## src/rtl/inst_prefetch_queue_if.sv

```systemverilog
// Fetch-side bus bundle: instruction memory port, execute redirect and decode handshake.
interface inst_prefetch_queue_if #(
  parameter int DEPTH = 4
) ();
  localparam int CW = $clog2(DEPTH + 1);

  logic          imem_req;
  logic [31:0]   imem_addr;
  logic          imem_ack;
  logic [31:0]   imem_inst;
  logic          redirect;
  logic [31:0]   redirect_pc;
  logic          inst_valid;
  logic          inst_ready;
  logic [31:0]   inst;
  logic [31:0]   inst_pc;
  logic [CW-1:0] count;

  modport master (
    output imem_req, imem_addr, inst_valid, inst, inst_pc, count,
    input  imem_ack, imem_inst, redirect, redirect_pc, inst_ready
  );

  modport slave (
    input  imem_req, imem_addr, inst_valid, inst, inst_pc, count,
    output imem_ack, imem_inst, redirect, redirect_pc, inst_ready
  );
endinterface

```

## src/rtl/inst_prefetch_queue.sv

```systemverilog
// Instruction prefetcher: one outstanding sequential fetch into a DEPTH-entry
// {pc, inst} queue feeding decode; a redirect flushes the queue and restarts fetch.
module inst_prefetch_queue #(
  parameter int          DEPTH    = 4,
  parameter logic [31:0] PC_START = 32'h0100_0000
) (
  input logic                   clock,
  input logic                   reset,
  inst_prefetch_queue_if.master bus
);
  localparam int              PW   = $clog2(DEPTH);
  localparam int              CW   = $clog2(DEPTH + 1);
  localparam logic [CW-1:0]   FULL = CW'(DEPTH);
  localparam logic [31:0]     NOP  = 32'h0000_0013;

  typedef enum logic [1:0] {IDLE, WAIT, DISCARD} state_t;

  state_t        r_state;
  logic          r_imemReq;
  logic [31:0]   r_imemAddr;
  logic [31:0]   r_fetchPc;
  logic [31:0]   r_memPc   [DEPTH];
  logic [31:0]   r_memInst [DEPTH];
  logic [PW-1:0] r_rdPtr;
  logic [PW-1:0] r_wrPtr;
  logic [CW-1:0] r_count;

  logic          w_valid;
  logic          w_pop;
  logic          w_push;
  logic [CW-1:0] w_countAfterPop;
  logic [CW-1:0] w_countAfterPush;
  logic [31:0]   w_redirectPc;
  logic [31:0]   w_nextFetchPc;

  // A redirect cancels both the pop and the push of its cycle.
  assign w_valid          = (r_count != '0);
  assign w_pop            = w_valid & bus.inst_ready & ~bus.redirect;
  assign w_push           = (r_state == WAIT) & bus.imem_ack & ~bus.redirect;
  assign w_countAfterPop  = r_count - CW'(w_valid & bus.inst_ready);
  assign w_countAfterPush = w_countAfterPop + CW'(1);
  assign w_redirectPc     = bus.redirect_pc & 32'hffff_fffe;
  assign w_nextFetchPc    = r_fetchPc + 32'd4;

  // Head is read straight from registered storage, so decode never sees imem combinationally.
  assign bus.inst_valid = w_valid;
  assign bus.inst       = w_valid ? r_memInst[r_rdPtr] : NOP;
  assign bus.inst_pc    = w_valid ? r_memPc[r_rdPtr] : 32'h0;
  assign bus.count      = r_count;
  assign bus.imem_req   = r_imemReq;
  assign bus.imem_addr  = r_imemAddr;

  // Fetch FSM: issues requests only when a queue slot is guaranteed, drops responses after a redirect.
  always_ff @(posedge clock or negedge reset) begin
    if (!reset) begin
      r_state    <= IDLE;
      r_imemReq  <= 1'b0;
      r_imemAddr <= PC_START;
      r_fetchPc  <= PC_START;
    end else if (bus.redirect) begin
      r_fetchPc <= w_redirectPc;
      case (r_state)
        IDLE: begin
          r_state    <= WAIT;
          r_imemReq  <= 1'b1;
          r_imemAddr <= w_redirectPc;
        end
        WAIT: begin
          if (bus.imem_ack) begin
            r_imemAddr <= w_redirectPc;
          end else begin
            r_state <= DISCARD;
          end
        end
        default: r_state <= DISCARD;
      endcase
    end else begin
      case (r_state)
        IDLE: begin
          if (w_countAfterPop < FULL) begin
            r_state    <= WAIT;
            r_imemReq  <= 1'b1;
            r_imemAddr <= r_fetchPc;
          end
        end
        WAIT: begin
          if (bus.imem_ack) begin
            r_fetchPc <= w_nextFetchPc;
            if (w_countAfterPush < FULL) begin
              r_imemAddr <= w_nextFetchPc;
            end else begin
              r_state   <= IDLE;
              r_imemReq <= 1'b0;
            end
          end
        end
        DISCARD: begin
          if (bus.imem_ack) begin
            r_state    <= WAIT;
            r_imemAddr <= r_fetchPc;
          end
        end
        default: begin
          r_state   <= IDLE;
          r_imemReq <= 1'b0;
        end
      endcase
    end
  end

  // Queue pointers and occupancy; a redirect empties the queue.
  always_ff @(posedge clock or negedge reset) begin
    if (!reset) begin
      r_rdPtr <= '0;
      r_wrPtr <= '0;
      r_count <= '0;
    end else if (bus.redirect) begin
      r_rdPtr <= '0;
      r_wrPtr <= '0;
      r_count <= '0;
    end else begin
      if (w_push) r_wrPtr <= r_wrPtr + PW'(1);
      if (w_pop)  r_rdPtr <= r_rdPtr + PW'(1);
      r_count <= r_count + CW'(w_push) - CW'(w_pop);
    end
  end

  // Entry storage; a push into a full queue without a matching pop would lose data.
  always_ff @(posedge clock) begin
    if (reset) begin
      assert (!(w_push && !w_pop && (r_count == FULL)));
    end
    if (w_push) begin
      r_memPc[r_wrPtr]   <= r_fetchPc;
      r_memInst[r_wrPtr] <= bus.imem_inst;
    end
  end
endmodule

```

## src/flat_wrapper.sv

```systemverilog
// flat-port wrapper written by rule: the top's interface ports become plain ports
module inst_prefetch_queue_flat 
#(
  parameter int          DEPTH    = 4,
  parameter logic [31:0] PC_START = 32'h0100_0000
)
  (clock, reset, bus_imem_req, bus_imem_addr, bus_inst_valid, bus_inst, bus_inst_pc, bus_count, bus_imem_ack, bus_imem_inst, bus_redirect, bus_redirect_pc, bus_inst_ready);
  inst_prefetch_queue_if #(.DEPTH(DEPTH)) bus_i ();
  input logic clock;
  input logic reset;
  output wire logic [$bits(bus_i.imem_req)-1:0] bus_imem_req;
  output wire logic [$bits(bus_i.imem_addr)-1:0] bus_imem_addr;
  output wire logic [$bits(bus_i.inst_valid)-1:0] bus_inst_valid;
  output wire logic [$bits(bus_i.inst)-1:0] bus_inst;
  output wire logic [$bits(bus_i.inst_pc)-1:0] bus_inst_pc;
  output wire logic [$bits(bus_i.count)-1:0] bus_count;
  input wire logic [$bits(bus_i.imem_ack)-1:0] bus_imem_ack;
  input wire logic [$bits(bus_i.imem_inst)-1:0] bus_imem_inst;
  input wire logic [$bits(bus_i.redirect)-1:0] bus_redirect;
  input wire logic [$bits(bus_i.redirect_pc)-1:0] bus_redirect_pc;
  input wire logic [$bits(bus_i.inst_ready)-1:0] bus_inst_ready;
  assign bus_imem_req = bus_i.imem_req;
  assign bus_imem_addr = bus_i.imem_addr;
  assign bus_inst_valid = bus_i.inst_valid;
  assign bus_inst = bus_i.inst;
  assign bus_inst_pc = bus_i.inst_pc;
  assign bus_count = bus_i.count;
  assign bus_i.imem_ack = bus_imem_ack;
  assign bus_i.imem_inst = bus_imem_inst;
  assign bus_i.redirect = bus_redirect;
  assign bus_i.redirect_pc = bus_redirect_pc;
  assign bus_i.inst_ready = bus_inst_ready;
  inst_prefetch_queue #(.DEPTH(DEPTH), .PC_START(PC_START)) u_core (.clock(clock), .reset(reset), .bus(bus_i));
endmodule
```

## config.mk

```make
export PLATFORM = sky130hd
export DESIGN_NAME = inst_prefetch_queue_flat
export DESIGN_NICKNAME = d
export VERILOG_FILES = /design/src/rtl/inst_prefetch_queue_if.sv /design/src/rtl/inst_prefetch_queue.sv /design/src/flat_wrapper.sv
export SDC_FILE = /design/constraint.sdc
export NUM_CORES = 1
export LEC_CHECK = 0
export CORE_AREA = 2 2 156 158
export DETAILED_ROUTE_END_ITERATION = 16
export DIE_AREA = 0 0 158 160
export GPL_ROUTABILITY_DRIVEN = 0
export PLACE_DENSITY = 0.93
export SYNTH_ARGS = -nofsm -noshare
export SYNTH_HDL_FRONTEND = slang
export SYNTH_SLANG_ARGS = --single-unit
export TNS_END_PERCENT = 20
```

## constraint.sdc

```tcl
create_clock -name clock -period 5.3 [get_ports clock]
set_clock_uncertainty 0.15 [all_clocks]
set_input_delay 1.06 -clock clock [delete_from_list [all_inputs] [get_ports clock]]
set_output_delay 1.06 -clock clock [all_outputs]
set_load 0.01 [all_outputs]
```

== Word level (Yosys, flattened, before mapping) ==
Memories as Yosys holds them, arrays and structs flattened.
Cells that the tools add are included.
Widths: inputs -> output; s select.

* Flip-flop bits (word level): 74
* Latch bits: 0
* RAM bits: 256
* Memory bits (read-only): 0
* Bits of input ports: 69
* Output and inout port bits: 101
* Memories kept: 2

{| class="wikitable"
|+ Memories
! memory !! words !! width !! read ports !! clocked after Yosys merged registers in !! wr ports !! line !! RTL
|-
| u_core.r_memInst || 4 || 32 || 1 || 0 || 1 || inst_prefetch_queue.sv:23 || <nowiki>logic [31:0] r_memInst [DEPTH];</nowiki>
|-
| u_core.r_memPc || 4 || 32 || 1 || 0 || 1 || inst_prefetch_queue.sv:22 || <nowiki>logic [31:0] r_memPc [DEPTH];</nowiki>
|}

* Add/subtract/negate cells: 7
* Multiply operators: 0
* Divide/modulo/power cells: 0
* Order comparisons: 2
* Equal/unequal tests: 12
* Shifts and indexed selects: 0
* Mux-type cells: 34
* Bitwise gates (word level): 6
* Reductions and logical operators: 11

{| class="wikitable"
|+ Operators by type and width
! cell !! number
|-
| $mux 32 || 11
|-
| $pmux 32 s3 || 1
|-
| $pmux 32 s2 || 1
|-
| $add 32x3->32 const B || 1
|-
| $mux 2 || 10
|-
| $ne 3x3->1 const B || 5
|-
| $reduce_and 5->1 || 2
|-
| $reduce_bool 2->1 || 4
|-
| $mux 1 || 7
|-
| $lt 3x3->1 const B || 2
|-
| $pmux 2 s3 || 1
|-
| $reduce_and 6->1 || 1
|-
| $reduce_bool 3->1 || 2
|-
| $and 1x1->1 || 5
|-
| $add 2x1->2 const B || 2
|-
| $ne 2x2->1 const B || 2
|-
| $pmux 2 s2 || 1
|-
| $add 3x1->3 || 1
|-
| $add 3x1->3 const B || 1
|-
| $mux 3 || 1
|-
| $ne 3x1->1 const B || 1
|-
| $ne 3x2->1 const B || 1
|-
| $pmux 1 s3 || 1
|-
| $sub 3x1->3 || 1
|-
| other kinds (7) || 7
|}

== Logic depth before layout (Yosys ltp) ==
* Depth in word-level cells: 9
* Gate-level depth with buffers: 12
* Mapped depth without buffers: 10

== Least setup slack after synthesis ==
No wires, ideal clock.

* Kind: input port to flip-flop
* From: input bus_imem_ack
* To: memory u_core.r_memInst[0][0] (enable)
* Library setup time: 0.428 ns
* Data arrival time: 3.469 ns
* Required time: 4.722 ns
* Slack: 1.253 ns
* Stages: 5
* Path buffers: 3
* Path through: clkbuf_1 -> and3b_1 -> clkbuf_1 -> buf_1 -> and3_1

* Word-level cells in the longest chain between the ends: 4

{| class="wikitable"
|+ RTL lines
! element !! line !! RTL
|-
| start, declared || flat_wrapper.sv:17 || <nowiki>input wire logic [$bits(bus_i.imem_ack)-1:0] bus_imem_ack;</nowiki>
|-
| $and 1x1->1 (2 in a row) || inst_prefetch_queue.sv:39 || <nowiki>assign w_push = (r_state == WAIT) & bus.imem_ack & ~bus.redirect;</nowiki>
|-
| $mux 1 || inst_prefetch_queue.sv:133 || <nowiki>if (w_push) begin</nowiki>
|-
| $mux 1 (implied by the code) || inst_prefetch_queue.sv:135 || <nowiki>r_memInst[r_wrPtr] <= bus.imem_inst;</nowiki>
|-
| end, declared || inst_prefetch_queue.sv:23 ||
|}

No other way between the ends.

== Worst setup path after layout ==
* From: register u_core.r_rdPtr[0]
* To: output bus_inst_pc[29]

* Word-level cells in the longest chain between the ends: 2

{| class="wikitable"
|+ RTL lines
! element !! line !! RTL
|-
| start, declared || inst_prefetch_queue.sv:24 || <nowiki>logic [PW-1:0] r_rdPtr;</nowiki>
|-
| start signal, assigned || inst_prefetch_queue.sv:123 || <nowiki>if (w_pop) r_rdPtr <= r_rdPtr + PW'(1);</nowiki>
|-
| $mem_v2 4x32 || n/a ||
|-
| $mux 32 || inst_prefetch_queue.sv:48 || <nowiki>assign bus.inst_pc = w_valid ? r_memPc[r_rdPtr] : 32'h0;</nowiki>
|-
| end, declared || flat_wrapper.sv:15 || <nowiki>output wire logic [$bits(bus_i.inst_pc)-1:0] bus_inst_pc;</nowiki>
|}

No other way between the ends.

==> flow_metrics.py <==
metrics = {
    "outcome": {
        "status": "finished clean",
    },
    "worst_setup_path": {
        "worstPathRequired_ps": 4090,
        "cp.arrival_ps": 3110,
        "cp-start-kind": "flip-flop",
        "worstSetupPathType": "reg -> out",
        "cp_max_fo": 40,
        "cp-end-kind": "output pin",
    },
    "yosys": {
        "synth-edff-count": 252,
        "ys_seq_area_share_pct": 66.9,
        "synthArstFlopShare_pct": 22.5,
        "synth_ff_type": "edfxtp_1",
        "avgSynthCellArea_um2": 15.7,
        "ys_ff_latch": 325,
        "synthesis.nets": 973,
        "synth_most_common_cell": "edfxtp_1",
        "yosys-top-cells-area": "edfxtp_1 54%, dfrtp_1 13%, mux4_2 10%",
        "ys.warnings.count": 0,
        "syn_area_um2": 14000,
        "synth_commonest_cells": "252 x edfxtp_1, 71 x dfrtp_1, 63 x and2_1, 63 x mux4_2, 38 x clkbuf_1",
        "syn_inst": 894,
        "synth_largest_area_cell": "edfxtp_1",
        "synth_cell_types": 58,
        "synth_top_area_share_pct": 53.9,
    },
    "global_routing": {
        "grt_overflow": 0,
        "antenna_found_initial": 0,
        "grt_first_pass_wirelength_mm": 46.9,
        "grt_pass1_vias": 8444,
        "track_usage_pct": 24.2,
        "grt_max_degree": 64,
    },
    "clock_network": {
        "htreeDepth": 2,
        "clockRootBuffer": "clkbuf_16",
        "cts_sinks": 325,
        "numCtsBuffers": 34,
        "cts_tree": "done",
        "post_cts_buffers": 0,
        "cts_hold_buffers": 0,
        "clkSlewWorstSetupHoldPaths_ps": 60,
        "cts.path.max_buffers": 3,
        "postCtsResizedCells": 0,
        "worstSkewPairLatency_ps": 510,
    },
    "timing": {
        "clock.fmax_ghz": 0.231,
        "tns_ps": 0,
        "rsz0062_at_grt": "no",
        "tightest_slew_ps": 1020,
        "max_slew_margin_pct": 32.1,
        "hold_ws_ps": 357,
        "setup_viol": 0,
        "hold_viol_final": 0,
        "drv_slew": 0,
        "period_minus_slack_ps": 4320,
        "fin_crit_sh_pct": 81.6,
    },
    "floorplanning": {
        "die_w_um": 158,
        "dieArea_um2": 25300,
        "num_rows": 57,
        "start_util_pct": 58.9,
        "fp.dieH_um": 160,
        "core_um2": 23800,
        "ios": 170,
    },
    "route": {
        "viasPerCell": 6.13,
        "drt_wl_total_mm": 29.9,
        "post-route-drc-count": 0,
        "drt_iter0_markers": 1084,
        "ant_nets": 0,
        "first_pass_iters": 6,
        "wl_per_cell_um": 21.5,
        "via_count": 8520,
    },
    "layout": {
        "regArea_um2": 9400,
        "n_fill_cell": 1522,
        "drive_gt1_share_pct": 15.0,
        "final_area_um2": 17000,
        "syn_to_final_growth_pct": 21.0,
        "final_core_util_pct": 71.3,
        "nets": 1120,
        "diodes": 0,
        "multi_input_comb_area_um2": 4350,
    },
    "min_path": {
        "hold_path_class": "reg -> reg",
    },
    "power": {
        "ir_worst_vdd_uv": 335,
        "p_leak_nw": 5.66,
        "power.total_mw": 8.06,
        "power_density_nw_per_um2": 475,
    },
    "placed_design": {
        "dpl_cell_area_um2": 16000,
        "hpwl_mm": 17.8,
        "io_buffers": 167,
    },
    "job": {
        "drv_cap": 0,
    },
}
==> critical path, stage by stage, from the launching register on <==
cell and delay, ps:
dfrtp_4 980, buf_12 320, mux4_2 550, and2_1 190, clkdlybuf4s50_1 480
==> flip-flops by register name (all words and copies together) (netlist names) <==
| register | flops |
|---|---|
| u_core.bus.count | 3 |
| u_core.bus.imem_addr | 32 |
| u_core.bus.imem_req | 1 |
| u_core.r_fetchPc | 31 |
| u_core.r_memInst | 128 |
| u_core.r_memPc | 124 |
| u_core.r_rdPtr | 2 |
| u_core.r_state | 2 |
| u_core.r_wrPtr | 2 |
==> report_power, final <==
| group | switching [mW] | internal (mW) | leakage (nW) |
|---|---|---|---|
| clock | 0.939 | 1.31 | 0.501 |
| sequential | 0.315 | 3.04 | 3.13 |
| combinational | 1.10 | 1.36 | 2.03 |
==> worst paths after layout <==
path	start	endpoint	slack, ps	cells past startpoint
worst max-delay path	u_core.r_rdPtr[0]$_DFFE_PN0P_	bus_inst_pc[29]	980	4
worst min register to register	u_core.bus.imem_addr[6]$_DFFE_PN0P_	u_core.bus.imem_addr[6]$_DFFE_PN0P_	360	1
max in group asynchronous	reset	u_core.bus.imem_addr[24]$_DFFE_PN1P_	3430	2
worst max register to register	u_core.bus.count[2]$_DFF_PN0_	u_core.bus.imem_addr[15]$_DFFE_PN0P_	1460	11
min in group asynchronous	reset	u_core.r_fetchPc[1]$_DFFE_PN0P_	540	1
worst min-delay path	u_core.bus.imem_addr[6]$_DFFE_PN0P_	u_core.bus.imem_addr[6]$_DFFE_PN0P_	360	1
==> cell type report <==
cell class | instances | area share (%)
timing repair buffer | 176 | 10.4
inverter | 9 | 0.199
clock buffer | 42 | 5.31
clock inverter | 18 | 0.832
tap | 324 | 2.39
multi-input combinational | 495 | 25.6
sequential | 325 | 55.3
==> metal layers <==
layer / up-vias / GRT usage (%) / wire [um]
met5: - / 0 / 0
met2: 409 / 37.8 / 14500
met1: 4326 / 35.4 / 12400
li1: 3727 / - / -
met4: 0 / 7.45 / 731
met3: 58 / 4.21 / 2300
==> logic make-up (layout without fill, tap and decap cells) <==
family          after synthesis  count (layout)  share of synthesized area (%)
compound gates               86              86                           4.23
xor+xnor                     51              51                           3.18
fa+ha+maj                    10              10                          0.945
buf+inv                      74             245                           2.23
flops                       325             325                           66.9
mux                          91              91                           12.3
other cells                   1               1                         0.0267
simple gates                256             256                           10.1
==> per-stage QoR <==
stage,worst slack (ps),cells
floorplan,1250,894
global placement,1110,1329
detailed placement,1090,1329
CTS,956,1389
global route,797,1389
finish,977,1389
==> placed cells by master (no fill, tap or decap), types with 19 or more instances in the layout <==
cell type        instances
edfxtp_1               252
clkdlybuf4s50_1        166
dfrtp_1                 69
mux4_2                  63
and2_1                  63
xnor2_1                 35
clkbuf_16               35
nand2_1                 31
nor2_1                  30
nand3_1                 29
mux2_2                  24
o21ai_0                 21
nor3_1                  19
(Power assumes the default switching activity.)
